$ cat config.mk
export PLATFORM = sky130hd
export DESIGN_NAME = id_ex_operand_stage
export DESIGN_NICKNAME = d
export VERILOG_FILES = /design/src/rtl/id_ex_operand_stage_pkg.sv /design/src/rtl/id_ex_operand_stage_fwd_mux.sv /design/src/rtl/id_ex_operand_stage.sv
export SDC_FILE = /design/constraint.sdc
export NUM_CORES = 1
export LEC_CHECK = 0
export ABC_AREA = 1
export ABC_CLOCK_PERIOD_IN_PS = 2500
export BUFFER_PORTS_ARGS = -buffer_cell sky130_fd_sc_hd__buf_2
export CAP_MARGIN = 0
export CORE_MARGIN = 4
export CORE_UTILIZATION = 44
export CTS_BUF_LIST = sky130_fd_sc_hd__clkbuf_8
export DETAILED_ROUTE_END_ITERATION = 10
export HOLD_SLACK_MARGIN = 0.05
export PLACE_DENSITY_LB_ADDON = 0.08
export SKIP_CTS_REPAIR_TIMING = 1
export SYNTH_ARGS = -nofsm -noshare
export SYNTH_HDL_FRONTEND = slang
export SYNTH_SLANG_ARGS = --single-unit
export TNS_END_PERCENT = 100
$ cat constraint.sdc
create_clock -name clk -period 2.5 [get_ports clk]
set_clock_uncertainty 0.05 [all_clocks]
set_input_delay 0.125 -clock clk [delete_from_list [all_inputs] [get_ports clk]]
set_output_delay 0.125 -clock clk [all_outputs]
set_load 0.05 [all_outputs]
$ cat src/rtl/id_ex_operand_stage_pkg.sv
// Shared definitions for the ID/EX operand stage: widths, ALU op codes,
// skid-buffer state encoding and op-code legality helper.
package id_ex_operand_stage_pkg;

   localparam int unsigned DW_DEF = 32;
   localparam int unsigned RW_DEF = 5;

   typedef enum logic [3:0] {
      ALU_ADD = 4'b0000,
      ALU_SUB = 4'b0010,
      ALU_SLT = 4'b1010
   } alu_op_e;

   typedef enum logic [1:0] {
      ST_EMPTY = 2'b00,
      ST_ONE   = 2'b01,
      ST_FULL  = 2'b10
   } state_e;

   function automatic logic op_legal(input logic [3:0] op);
      return (op == ALU_ADD) || (op == ALU_SUB) || (op == ALU_SLT);
   endfunction

endpackage

$ cat src/rtl/id_ex_operand_stage_fwd_mux.sv
// Operand forwarding select: EX/MEM over MEM/WB over register-file data.
// Register 0 is hardwired and is never forwarded.
module fwd_mux
   import id_ex_operand_stage_pkg::*;
#(
   parameter int unsigned DW = DW_DEF,
   parameter int unsigned RW = RW_DEF
) (
   input  logic [RW-1:0] addr,
   input  logic [DW-1:0] rf_val,
   input  logic          exm_wr,
   input  logic [RW-1:0] exm_rd,
   input  logic [DW-1:0] exm_data,
   input  logic          wb_wr,
   input  logic [RW-1:0] wb_rd,
   input  logic [DW-1:0] wb_data,
   output logic [DW-1:0] val
);

   // Priority select of the freshest producer for this source address
   always_comb begin
      val = rf_val;
      if (addr != '0) begin
         if (exm_wr && (exm_rd == addr)) begin
            val = exm_data;
         end else if (wb_wr && (wb_rd == addr)) begin
            val = wb_data;
         end
      end
   end

endmodule

$ cat src/rtl/id_ex_operand_stage.sv
// ID/EX operand stage: resolves forwarding and immediate selection at
// accept time and holds up to two entries in a skid buffer. Outputs are
// the head entry registers; in_ready is registered (no path from out_ready).
module id_ex_operand_stage
   import id_ex_operand_stage_pkg::*;
#(
   parameter int unsigned DW = DW_DEF,
   parameter int unsigned RW = RW_DEF
) (
   input  logic          clk,
   input  logic          rst_n,
   input  logic          flush,
   input  logic          in_valid,
   output logic          in_ready,
   input  logic [DW-1:0] in_rs_val,
   input  logic [DW-1:0] in_rt_val,
   input  logic [RW-1:0] in_rs,
   input  logic [RW-1:0] in_rt,
   input  logic [RW-1:0] in_rd,
   input  logic [15:0]   in_imm,
   input  logic          in_alu_src,
   input  logic          in_sign_ext,
   input  logic [3:0]    in_alu_op,
   input  logic          exm_wr,
   input  logic [RW-1:0] exm_rd,
   input  logic [DW-1:0] exm_data,
   input  logic          wb_wr,
   input  logic [RW-1:0] wb_rd,
   input  logic [DW-1:0] wb_data,
   output logic          out_valid,
   input  logic          out_ready,
   output logic [DW-1:0] out_a,
   output logic [DW-1:0] out_b,
   output logic [3:0]    out_alu_op,
   output logic [RW-1:0] out_rd,
   output logic          out_bad_op
);

   state_e        state;
   logic [DW-1:0] skid_a, skid_b;
   logic [3:0]    skid_op;
   logic [RW-1:0] skid_rd;
   logic          skid_bad;

   logic [DW-1:0] fwd_rs, fwd_rt, imm_ext;
   logic [DW-1:0] cap_a, cap_b;
   logic [3:0]    cap_op;
   logic          cap_bad;
   logic          accept, issue;

   fwd_mux #(.DW(DW), .RW(RW)) u_fwd_rs (
      .addr(in_rs), .rf_val(in_rs_val),
      .exm_wr(exm_wr), .exm_rd(exm_rd), .exm_data(exm_data),
      .wb_wr(wb_wr), .wb_rd(wb_rd), .wb_data(wb_data),
      .val(fwd_rs)
   );

   fwd_mux #(.DW(DW), .RW(RW)) u_fwd_rt (
      .addr(in_rt), .rf_val(in_rt_val),
      .exm_wr(exm_wr), .exm_rd(exm_rd), .exm_data(exm_data),
      .wb_wr(wb_wr), .wb_rd(wb_rd), .wb_data(wb_data),
      .val(fwd_rt)
   );

   // Build the entry that would be captured if accepted this cycle
   always_comb begin
      accept  = in_valid && in_ready;
      issue   = out_valid && out_ready;
      imm_ext = in_sign_ext ? {{(DW-16){in_imm[15]}}, in_imm}
                            : {{(DW-16){1'b0}}, in_imm};
      cap_a   = fwd_rs;
      cap_b   = in_alu_src ? imm_ext : fwd_rt;
      cap_bad = !op_legal(in_alu_op);
      cap_op  = cap_bad ? ALU_ADD : in_alu_op;
   end

   // Skid-buffer FSM with registered head outputs and registered handshakes
   always_ff @(posedge clk or negedge rst_n) begin
      if (!rst_n) begin
         state      <= ST_EMPTY;
         in_ready   <= 1'b1;
         out_valid  <= 1'b0;
         out_a      <= '0;
         out_b      <= '0;
         out_alu_op <= '0;
         out_rd     <= '0;
         out_bad_op <= 1'b0;
         skid_a     <= '0;
         skid_b     <= '0;
         skid_op    <= '0;
         skid_rd    <= '0;
         skid_bad   <= 1'b0;
      end else if (flush) begin
         // same-cycle accept is dropped; a same-cycle issue has already happened downstream
         state     <= ST_EMPTY;
         in_ready  <= 1'b1;
         out_valid <= 1'b0;
      end else begin
         case (state)
            ST_EMPTY: begin
               if (accept) begin
                  out_a      <= cap_a;
                  out_b      <= cap_b;
                  out_alu_op <= cap_op;
                  out_rd     <= in_rd;
                  out_bad_op <= cap_bad;
                  out_valid  <= 1'b1;
                  state      <= ST_ONE;
               end
            end
            ST_ONE: begin
               if (accept && !issue) begin
                  skid_a   <= cap_a;
                  skid_b   <= cap_b;
                  skid_op  <= cap_op;
                  skid_rd  <= in_rd;
                  skid_bad <= cap_bad;
                  in_ready <= 1'b0;
                  state    <= ST_FULL;
               end else if (accept && issue) begin
                  out_a      <= cap_a;
                  out_b      <= cap_b;
                  out_alu_op <= cap_op;
                  out_rd     <= in_rd;
                  out_bad_op <= cap_bad;
               end else if (issue) begin
                  out_valid <= 1'b0;
                  state     <= ST_EMPTY;
               end
            end
            ST_FULL: begin
               if (issue) begin
                  out_a      <= skid_a;
                  out_b      <= skid_b;
                  out_alu_op <= skid_op;
                  out_rd     <= skid_rd;
                  out_bad_op <= skid_bad;
                  in_ready   <= 1'b1;
                  state      <= ST_ONE;
               end
            end
            default: begin
               state     <= ST_EMPTY;
               in_ready  <= 1'b1;
               out_valid <= 1'b0;
            end
         endcase
      end
   end

endmodule

Yosys cells after proc, flatten, opt, wreduce, memory -nomap -nowiden

Index checks and enable logic that the tools add are counted.

Bits in registers: 152
Input bits: 182
Output and inout bits: 76
Word-level logic and storage cells: 109

Bitwise operators: 1
Mux-type cells: 51
Eq/ne operators: 22
Reductions and logical operators: 22

Operators by type and width:

| kind                 | count |
|---|---|
| $mux W32             | 16 |
| $pmux W32 S3         | 2 |
| $eq A5 B5 Y1         | 4 |
| $mux W4              | 5 |
| $mux W5              | 4 |
| $ne A3 B3 Y1 const B | 6 |
| $pmux W5 S3          | 1 |
| $mux W1              | 12 |
| $mux W2              | 6 |
| $ne A2 B2 Y1 const B | 6 |
| $pmux W4 S3          | 1 |
| $reduce_bool A5 Y1   | 2 |
| $pmux W1 S3          | 3 |
| $logic_and A1 B1 Y1  | 8 |
| $ne A4 B4 Y1 const B | 2 |
| $pmux W2 S3          | 1 |
| $reduce_and A3 Y1    | 2 |
| $reduce_and A6 Y1    | 1 |
| $reduce_and A5 Y1    | 1 |
| $eq A4 B2 Y1 const B | 1 |
| $eq A4 B4 Y1 const B | 1 |
| $logic_not A4 Y1     | 1 |
| $reduce_and A4 Y1    | 1 |
| $reduce_bool A3 Y1   | 1 |
| 6 further kinds      | 8 |

Longest topological paths before layout

Gate-level depths: netlist of run 1.

Word-level depth: 9
Mapped depth: 14
Gate-level depth less buffers: 12

Cells and area by module

Synthesis of run 1 repeated with hierarchy kept, for this count alone.

Cells, all modules: 1579
Area, all modules: 9887.0 um2

By module, submodules not included:

| module              | cells an instance | area each (um2) | sequential area each (um2) | instances |
|---|---|---|---|---|
| id_ex_operand_stage | 967               | 7171.9          | 3804.9                     | 1 |
| fwd_mux             | 306               | 1357.6          | 0.0                        | 2 |

Worst setup path after synthesis of run 1

OpenSTA, ideal clock, no wires.

Kind: register -> register
From: register out_valid
To: register out_a[0]
Stages on the path, launching flop included: 11
Period minus slack after synthesis: 1.893 ns
Data required time: 2.332 ns
Path buffers: 2
Library setup time: 0.118 ns
Path slack: 0.607 ns
Data arrival time: 1.725 ns
Path through: dfrtp_1 > nand2_1 > nor2_1 > a21oi_1 > inv_1 > nand3_2 > buf_2 > clkbuf_1 > nor2_1 > nand2_1 > nand2_1

Word-level cells in the longest chain between the ends: 5
Elaborated cells between the ends (all ways): 8
Classes of those cells: eq/ne (3); reduce/logical (5)

Ends and longest elaborated chain:

| element                                | line                       | text |
|---|---|---|
| start: declaration                     | id_ex_operand_stage.sv:30  | `output logic out_valid,` |
| start signal: assignment               | id_ex_operand_stage.sv:82  | `out_valid <= 1'b0;` |
| start signal: assignment               | id_ex_operand_stage.sv:97  | `out_valid <= 1'b0;` |
| start signal: assignment               | id_ex_operand_stage.sv:107 | `out_valid <= 1'b1;` |
| $logic_and A1 B1 Y1 (*)                | id_ex_operand_stage.sv:68  | `issue = out_valid && out_ready;` |
| $logic_not A1 Y1                       | id_ex_operand_stage.sv:112 | `if (accept && !issue) begin` |
| $logic_and A1 B1 Y1                    | id_ex_operand_stage.sv:112 |  |
| $ne A2 B2 Y1 (no source line)          | --                         |  |
| $reduce_and A6 Y1 (no source line) (*) | --                         |  |
| end signal: assignment                 | id_ex_operand_stage.sv:102 | `out_a <= cap_a;` |
| end signal: assignment                 | id_ex_operand_stage.sv:121 | `out_a <= cap_a;` |
| end signal: assignment                 | id_ex_operand_stage.sv:133 | `out_a <= skid_a;` |
| end: declaration                       | id_ex_operand_stage.sv:32  | `output logic [DW-1:0] out_a,` |

Mark *: on every way between the ends. The rest lies on a longest branch, timed or not.
A chain may end at the register's enable or synchronous reset.

Worst setup path in the final report of run 1

From: register in_ready
To: register out_b[2]

Word-level cells in the longest chain between the ends: 4
Elaborated cells between the ends (all ways): 7
Classes of those cells: eq/ne (3); reduce/logical (4)

Ends and longest elaborated chain:

| element                                | line                                                   | text |
|---|---|---|
| start: declaration                     | id_ex_operand_stage.sv:14                              | `output logic in_ready,` |
| start signal: assignment               | id_ex_operand_stage.sv:81                              | `in_ready <= 1'b1;` |
| start signal: assignment               | id_ex_operand_stage.sv:96                              | `in_ready <= 1'b1;` |
| start signal: assignment               | id_ex_operand_stage.sv:118                             | `in_ready <= 1'b0;` |
| $logic_and A1 B1 Y1 (*)                | id_ex_operand_stage.sv:67                              | `accept = in_valid && in_ready;` |
| $logic_and A1 B1 Y1 (on tied branches) | id_ex_operand_stage.sv:120, id_ex_operand_stage.sv:112 |  |
| $ne A2 B2 Y1 (no source line)          | --                                                     |  |
| $reduce_and A6 Y1 (no source line) (*) | --                                                     |  |
| end signal: assignment                 | id_ex_operand_stage.sv:103                             | `out_b <= cap_b;` |
| end signal: assignment                 | id_ex_operand_stage.sv:122                             | `out_b <= cap_b;` |
| end signal: assignment                 | id_ex_operand_stage.sv:134                             | `out_b <= skid_b;` |
| end: declaration                       | id_ex_operand_stage.sv:33                              | `output logic [DW-1:0] out_b,` |

Marked as above.

==> results of run 1 <==
-- registers in the layout (all words and copies together) (netlist names) --
register and flops:
in_ready 1, out_a 32, out_valid 1, out_b 32, skid_bad 1, out_rd 5, skid_op 4, skid_b 32
skid_rd 5, skid_a 32, out_alu_op 4, out_bad_op 1, state 2
-- layout make-up --
| cell class | instances | area share |
|---|---|---|
| Clock buffer | 17 | 0.01940 |
| Sequential cell | 152 | 0.3156 |
| Multi-Input combinational cell | 1147 | 0.3961 |
| Clock inverter | 14 | 0.01339 |
| Inverter | 159 | 0.04970 |
| Timing Repair Buffer | 341 | 0.1773 |
| Tap cell | 275 | 0.02854 |
-- power groups by stage --
| stage | sequential [uW] | combinational, uW | clock (uW) |
|---|---|---|---|
| 4_1_cts | 4240 | 5520 | 1960 |
| 5_1_grt | 4370 | 6070 | 2060 |
| 6_report | 4250 | 5540 | 1920 |
| 2_1_floorplan | 6120 | 2130 | 0 |
| 3_5_place_dp | 4270 | 5520 | 0 |
| 3_3_place_gp | 4250 | 5430 | 0 |
-- per-layer routing --
metal  vias to the layer above  track usage
met3                        50      0.05424
li1                       5281            -
met4                         4      0.07461
met1                      4766       0.3442
met5                         -            0
met2                       343       0.4239
-- Yosys cell counts (2+ instances only) --
master and n:
nand3_1 107, a31oi_1 41, clkinv_1 2, nand3_2 3, nor2_1 322, o21ai_1 31, clkbuf_1 49, inv_1 153
nor3_1 2, a21oi_1 38, inv_2 4, o21ai_0 37, dfrtp_1 151, nand2_1 554, o31ai_1 2, buf_1 5
nand4_1 2, buf_2 37
-- worst paths after layout --
path	start	end	slack, ns	depth (start not counted)
max	in_ready$_DFFE_PN1P_	out_b[2]$_DFFE_PN0P_	0.53	9
min	in_rs_val[8]	skid_a[8]$_DFFE_PN0P_	0.03	5
max reg2reg	in_ready$_DFFE_PN1P_	out_b[2]$_DFFE_PN0P_	0.53	9
min reg2reg	out_b[19]$_DFFE_PN0P_	out_b[19]$_DFFE_PN0P_	0.43	2
max in group asynchronous	rst_n	out_b[4]$_DFFE_PN0P_	1.42	3
min in group asynchronous	rst_n	out_a[27]$_DFFE_PN0P_	0.08	2
-- per-stage QoR --
| step | std cells | util |
|---|---|---|
| floorplan | 1549 | - |
| CTS | 2049 | 0.5435 |
| global route | 2105 | 0.5700 |
| detailed placement | 2018 | 0.5248 |
| finish | 2105 | 0.5700 |
| global placement | 2018 | 0.5248 |
-- cells by family (layout without fill, tap and decap cells) --
kind of cell / Yosys count / in the layout
AND/OR/NAND/NOR: 996 / 996
buffers and inverters: 250 / 531
flip-flops: 152 / 152
AO/OA/AOI/OAI: 151 / 151
-- worst register-to-register path: cells and delay by family, from the launching register on --
kind,cells,cell delay (ns)
simple gates,6,0.66
buf+inv,2,0.58
flops,1,0.39
compound gates,1,0.19
==> results_dict.tcl, run 1 <==
set metrics [dict create \
    h-tree-depth 4 \
    netlist_instances 1549 \
    drive_gt1_frac 0.1814 \
    worstHoldPathType "input port to register" \
    antenna_found_initial 2 \
    wl_per_cell_um 15.23 \
    min_period_over_period 0.7873 \
    clk-insertion-delay-late_ns 0.45 \
    grt_first_pass_wirelength_um 49690 \
    cts.sinks 152 \
    die_width_um 155.3 \
    p_seq_frac 0.363 \
    syn_to_final_growth_pct 26.32 \
    dr.max_layer_used "met5" \
    switching_share 0.4918 \
    dr_wl_met3_um 2251 \
    p_leak_uw 0.007149 \
    clockPowerShare 0.164 \
    worstPathCellList "nand2_1, nor2_1, a21oi_1, inv_1, nand3_4, buf_4, nor2_1, nand2_1, nand2_1" \
    synthSimpleGateAreaFrac 0.4125 \
    drcViolationCount 0 \
    std_cell_rows 53 \
    cp_max_fo 58 \
    drv_cap 0 \
    grt_pass1_vias 9596 \
    p_comb_frac 0.473 \
    start_kind "register" \
    setup_viol 0 \
    synth_compound_area_frac 0.08573 \
    dpl-instance-area_um2 11100 \
    cts_tree "done" \
    yosys-mux-area-fraction 0 \
    cts_buffer_depth 2 \
    fillers 2235 \
    cp_slowest_cell "buf_4" \
    die-area_um2 24120 \
    power.density_nw_per_um2 971.3 \
    status "completed" \
    routed_via_density 4.962 \
    fin_area_um2 12060 \
    fmax_ghz 0.5080 \
    slew_headroom 0.5450 \
    cts.clk_slew.worst_paths_ns 0.10 \
    seq_area_um2 3805 \
    syn_nets 1731 \
    multiInputGateArea_um2 4776 \
    syn_area_um2 9545 \
    ys.flop_type "dfrtp_1" \
    vias 10444 \
    io_buffer_count 257 \
    ys_seq_elements 152 \
    synth_top_area_cell "dfrtp_1" \
    layout_commonest_cell "nand2_1" \
    max_stage_delay_ns 0.48 \
    wl_met2_um 15200 \
    grt_use_total 0.2574 \
    hold_violations 0 \
    critPathCaptureType "register" \
    finalWeightedCongestion 0.9658 \
    die_h_um 155.3 \
    timing.critical_path.buf_inv 2 \
    critPathArrivalTime_ns 2.27 \
    ir_worst_vdd_mv 0.4837 \
    met1Wirelength_um 13860 \
    drt-total-wl_um 32060 \
    diodes 0 \
    final_cell_mix "nand2_1 (554), nor2_1 (321), buf_2 (256), inv_1 (152), dfrtp_1 (151)" \
    crit_type "register to register" \
    period_minus_slack_ns 1.968 \
    p_total_uw 11710 \
    postLayoutSetupSlackWorst_ns 0.5317 \
    drt_iter0_drc 807 \
    hold-worst-slack_ns 0.03104 \
    drtPass1Iterations 5 \
    synth.avg_cell_area_um2 6.162 \
    worst_pin_slew_ns 0.6818 \
    grt_overflow 0 \
    finalNetCount 2000 \
    synthXorXnorAreaFrac 0 \
    crit_family "simple AND/OR/NAND/NOR gates" \
    core_area_um2 21150 \
    crit_top_cell "nand2_1" \
    cts-root-buf "clkbuf_8" \
    cp.required_ns 2.80 \
    slew_violations 0 \
    synth_cell_type_count 27 \
    rsz0062_at_grt "false" \
    cts_buffers 17 \
    p_int_uw 5951 \
    synth_fa_ha_area_frac 0 \
    place_hpwl_um 23330 \
    yosysWarnings 0 \
    io_pins 258 \
    initial_utilization 0.4512 \
    ant_nets 0 \
    grt_max_degree 99 \
    synth.area.top_cells "dfrtp_1 (40%), nand2_1 (22%), nor2_1 (13%)" \
    synth_edf_count 0 \
    ys_seq_area_frac 0.3986 \
    synth_top_family_by_area "simple AND/OR/NAND/NOR gates" \
    synth_top_cell_area_share 0.3959 \
    switching_power_uw 5760 \
    synthArstFlopShare 1.000 \
    finalSetupTns_ns 0 \
    dp_slack_ns 0.5692 \
]
No activity file was read; power rests on OpenSTA's default activity.
==> inputs of run 2 (changes only) <==
- ABC_CLOCK_PERIOD_IN_PS: 2500 -> 2000
- clock period: 2.5 -> 2 ns (I/O delays scaled with it)
==> results_dict.tcl, run 2 (synthesis results as in run 1) <==
set metrics [dict create \
    status "completed" \
    cp.required_ns 2.34 \
    wl_per_cell_um 15.34 \
    drtPass1Iterations 5 \
    worstSetupEndpoint "out_a[12]$_DFFE_PN0P_" \
    syn_to_final_growth_pct 30.16 \
    reg2reg_depth 9 \
    crit_type "register to register" \
    r2r-end "out_a[12]$_DFFE_PN0P_" \
    io_pins 258 \
    period_minus_slack_ns 1.808 \
    grt_first_pass_wirelength_um 49820 \
    drcViolationCount 0 \
    power.density_nw_per_um2 1178 \
    cts.clk_slew.worst_paths_ns 0.09 \
    startpoint "in_ready$_DFFE_PN1P_" \
    hold_violations 0 \
    cts-root-buf "clkbuf_8" \
    rsz0062_at_grt "false" \
    clk-insertion-delay-late_ns 0.46 \
    cts_buffers 17 \
    ir_worst_vdd_mv 0.8200 \
    std_cell_rows 53 \
    routed_via_density 5.030 \
    drive_gt1_frac 0.1790 \
    drt-total-wl_um 32700 \
    worstReg2RegStart "in_ready$_DFFE_PN1P_" \
    cts.sinks 152 \
    die_width_um 155.3 \
    cts_tree "done" \
    critPathArrivalTime_ns 2.15 \
    drt_iter0_drc 868 \
    cts_buffer_depth 2 \
    worstHoldPathType "input port to register" \
    antenna_found_initial 3 \
    cp_max_fo 53 \
    r2r_slack_ns 0.19 \
    final_cell_mix "nand2_1 (554), nor2_1 (321), buf_2 (256), inv_1 (153), dfrtp_1 (151)" \
    io_buffer_count 257 \
    layout_commonest_cell "nand2_1" \
    critPathCaptureType "register" \
    min_period_over_period 0.9041 \
    initial_utilization 0.4512 \
    hold-worst-slack_ns 0.02188 \
    ant_nets 0 \
    slew_violations 0 \
    finalWeightedCongestion 0.9528 \
    grt_use_total 0.2596 \
    h-tree-depth 4 \
    start_kind "register" \
    grt_max_degree 70 \
    setup_viol 0 \
    grt_pass1_vias 9714 \
    die_h_um 155.3 \
    worst_pin_slew_ns 0.8096 \
    finalSetupTns_ns 0 \
    slew_headroom 0.4585 \
    fmax_ghz 0.5531 \
    grt_overflow 0 \
    core_area_um2 21150 \
    finalNetCount 2024 \
    die-area_um2 24120 \
    p_leak_uw 0.007267 \
    place_hpwl_um 23580 \
    drv_cap 0 \
    vias 10719 \
]
run 2: cell count changes in the layout (fill, tap and decap cells not counted), sizes merged:
cell and change:
dlygate4sd3 +25, clkinv -7, clkinvlp +6, inv +2
buf -1, bufinv -1, clkbuf +1, diode +1
run 2: worst min-delay path by stage:
| stage | startpoint | end | slack [ns] | depth (start not counted) |
|---|---|---|---|---|
| 4_1_cts | rst_n | out_a[27]$_DFFE_PN0P_ | -0.61 | 1 |
| 5_1_grt | in_rs_val[3] | skid_a[3]$_DFFE_PN0P_ | 0.05 | 5 |
| 3_5_place_dp | rst_n | out_a[27]$_DFFE_PN0P_ | -0.1 | 1 |
| 2_1_floorplan | rst_n | out_a[0]$_DFFE_PN0P_ | -0.25 | 0 |
| 6_report | wb_data[0] | skid_a[0]$_DFFE_PN0P_ | 0.02 | 5 |
| 3_3_place_gp | rst_n | out_a[27]$_DFFE_PN0P_ | -0.1 | 1 |
run 2: per-layer routing:
metal / track usage / share of wire
met2: 0.4098 / 0.47
met1: 0.3483 / 0.43
met3: 0.05981 / 0.077
met5: 0 / 0.00028
met4: 0.1000 / 0.030
run 2: power by group:
part	internal (uW)	switching, uW
registers	4500	775
clock network	921	1330
logic	2010	5100
total	7440	7200
run 2: layout make-up:
cell class,instances,area (um2)
inverter,159,603.1
multi-input combinational,1147,4776
sequential,152,3805
tap,275,344.1
fill,2136,8730
clock buffer,18,247.7
timing repair buffer,365,2531
antenna,1,2.502
clock inverter,14,115.1
run 2: stage by stage:
stage	instance area, um2	instances	utilization	total power (uW)	setup slack [ns]
floorplan	9545	1549	-	10320	0.1069
global placement	11240	2017	0.5316	12210	0.2300
detailed placement	11240	2017	0.5316	12320	0.1929
CTS	11610	2049	0.5487	14590	0.1840
global route	12420	2131	0.5873	15620	0.08027
finish	12420	2131	0.5873	14640	0.1919
run 2: worst max-delay path, cell delays in order, from the launching register on:
cell,delay (ns)
dfstp_2,0.56
nand2_1,0.16
nor2_1,0.13
a21oi_1,0.08
inv_1,0.09
nand3_4,0.12
buf_12,0.21
nor2_1,0.12
nand2_1,0.10
nand2_1,0.08
==> inputs of run 3 (changes only) <==
- CORE_ASPECT_RATIO: not set -> 1.25
==> results_dict.tcl, run 3 (synthesis results as in run 1) <==
set metrics [dict create \
    status "completed" \
    grt_use_total 0.2589 \
    vias 10574 \
    drv_cap 0 \
    crit_top_cell "nand2_1" \
    cp.required_ns 2.28 \
    cts-root-buf "clkbuf_8" \
    worstHoldPathType "input port to register" \
    antenna_found_initial 6 \
    worst_hold_path.num_cells 5 \
    io_pins 258 \
    rsz0062_at_grt "false" \
    slew_violations 0 \
    grt_pass1_vias 9764 \
    grt_overflow 0 \
    cp_max_fo 106 \
    routed_via_density 4.964 \
    grt_first_pass_wirelength_um 50670 \
    syn_to_final_growth_pct 29.74 \
    cts.sinks 152 \
    ant_nets 0 \
    io_buffer_count 257 \
    die_h_um 172.7 \
    crit_family "simple AND/OR/NAND/NOR gates" \
    cts_buffers 17 \
    h-tree-depth 4 \
    std_cell_rows 60 \
    startpoint "out_valid$_DFFE_PN0P_" \
    drive_gt1_frac 0.1813 \
    cts_buffer_depth 2 \
    grt_max_degree 107 \
    drt-total-wl_um 32270 \
    place_hpwl_um 23300 \
    worst_pin_slew_ns 0.5594 \
    drcViolationCount 0 \
    finalSetupTns_ns 0 \
    cp_slowest_cell "dfrtp_1" \
    setup_viol 0 \
    period_minus_slack_ns 1.788 \
    die_width_um 139.7 \
    power.density_nw_per_um2 1197 \
    worstHoldStart "in_alu_op[2]" \
    reg2reg_depth 9 \
    timing.critical_path.buf_inv 2 \
    crit_type "register to register" \
    final_cells 2130 \
    core_area_um2 21470 \
    finalWeightedCongestion 0.8825 \
    drtPass1Iterations 7 \
    worstPathCellList "nand2_1, nor2_1, a21oi_1, inv_1, nand3_4, buf_12, nor2_1, nand2_1, nand2_1" \
    min_period_over_period 0.8940 \
    cts_tree "done" \
    cp_num_cells 9 \
    fillers 2220 \
    hold_violations 0 \
    drt_iter0_drc 578 \
    worstReg2RegStart "out_valid$_DFFE_PN0P_" \
    max_stage_delay_ns 0.42 \
    layout_commonest_cell "nand2_1" \
    finalNetCount 2018 \
    start_kind "register" \
    p_leak_uw 0.007272 \
    initial_utilization 0.4446 \
    slew_headroom 0.6270 \
    ir_worst_vdd_mv 0.7594 \
    clk-insertion-delay-late_ns 0.45 \
    final_cell_mix "nand2_1 (554), nor2_1 (321), buf_2 (256), inv_1 (152), dfrtp_1 (151)" \
    fmax_ghz 0.5593 \
    cts.clk_slew.worst_paths_ns 0.10 \
    die-area_um2 24130 \
    dp_cells 2024 \
    critPathArrivalTime_ns 2.07 \
    critPathCaptureType "register" \
    wl_per_cell_um 15.15 \
]
-- run 3: power by group --
group	leakage, uW	total [uW]	internal, uW	switching (uW)
combinational	0.00521	7020	1960	5060
sequential	0.00185	5290	4500	784
clock	0.000208	2510	1170	1350
total	0.00727	14800	7630	7190
-- run 3: path summary, 6_finish.rpt --
| check | endpoint | slack (ns) |
|---|---|---|
| max | out_b[1]$_DFFE_PN0P_ | 0.21 |
| min | skid_bad$_DFFE_PN0P_ | 0.01 |
| max reg2reg | out_b[1]$_DFFE_PN0P_ | 0.21 |
| min reg2reg | out_b[20]$_DFFE_PN0P_ | 0.43 |
| max in group asynchronous | out_a[15]$_DFFE_PN0P_ | 1.09 |
| min in group asynchronous | out_a[23]$_DFFE_PN0P_ | 0.11 |
-- run 3: tightest hold or removal path: cells and delay by family --
family          cells  cell delay, ns
buf+inv             1            0.09
compound gates      1            0.12
simple gates        3            0.16
-- run 3: area by class of cell --
type                       instances  area (um2)  share of cell area
multi-input combinational       1147        4776              0.3856
sequential                       152        3805              0.3072
timing repair buffer             359        2426              0.1959
inverter                         159       603.1             0.04870
tap                              279       349.1             0.02819
clock buffer                      17       234.0             0.01889
clock inverter                    14       183.9             0.01485
antenna                            3       7.507           0.0006062
-- run 3: metrics by stage --
| step | setup WS, ns | power (uW) | hold slack, ns | area [um2] | util |
|---|---|---|---|---|---|
| floorplan | 0.1069 | 10320 | -0.2456 | 9545 | - |
| global placement | 0.2181 | 12160 | 0.05215 | 11230 | 0.5233 |
| detailed placement | 0.2368 | 12290 | 0.05237 | 11230 | 0.5233 |
| CTS | 0.2317 | 14830 | -0.4556 | 11650 | 0.5427 |
| global route | 0.03186 | 15860 | 0.04546 | 12380 | 0.5767 |
| finish | 0.2120 | 14820 | 0.009878 | 12380 | 0.5768 |
-- run 3: layer usage --
layer | vias up | global-route usage | share of wire
li1 | 5333 | - | -
met1 | 4837 | 0.3312 | 0.41
met2 | 349 | 0.4480 | 0.50
met3 | 49 | 0.04592 | 0.065
met4 | 6 | 0.07593 | 0.026
met5 | - | 0 | 0.00087
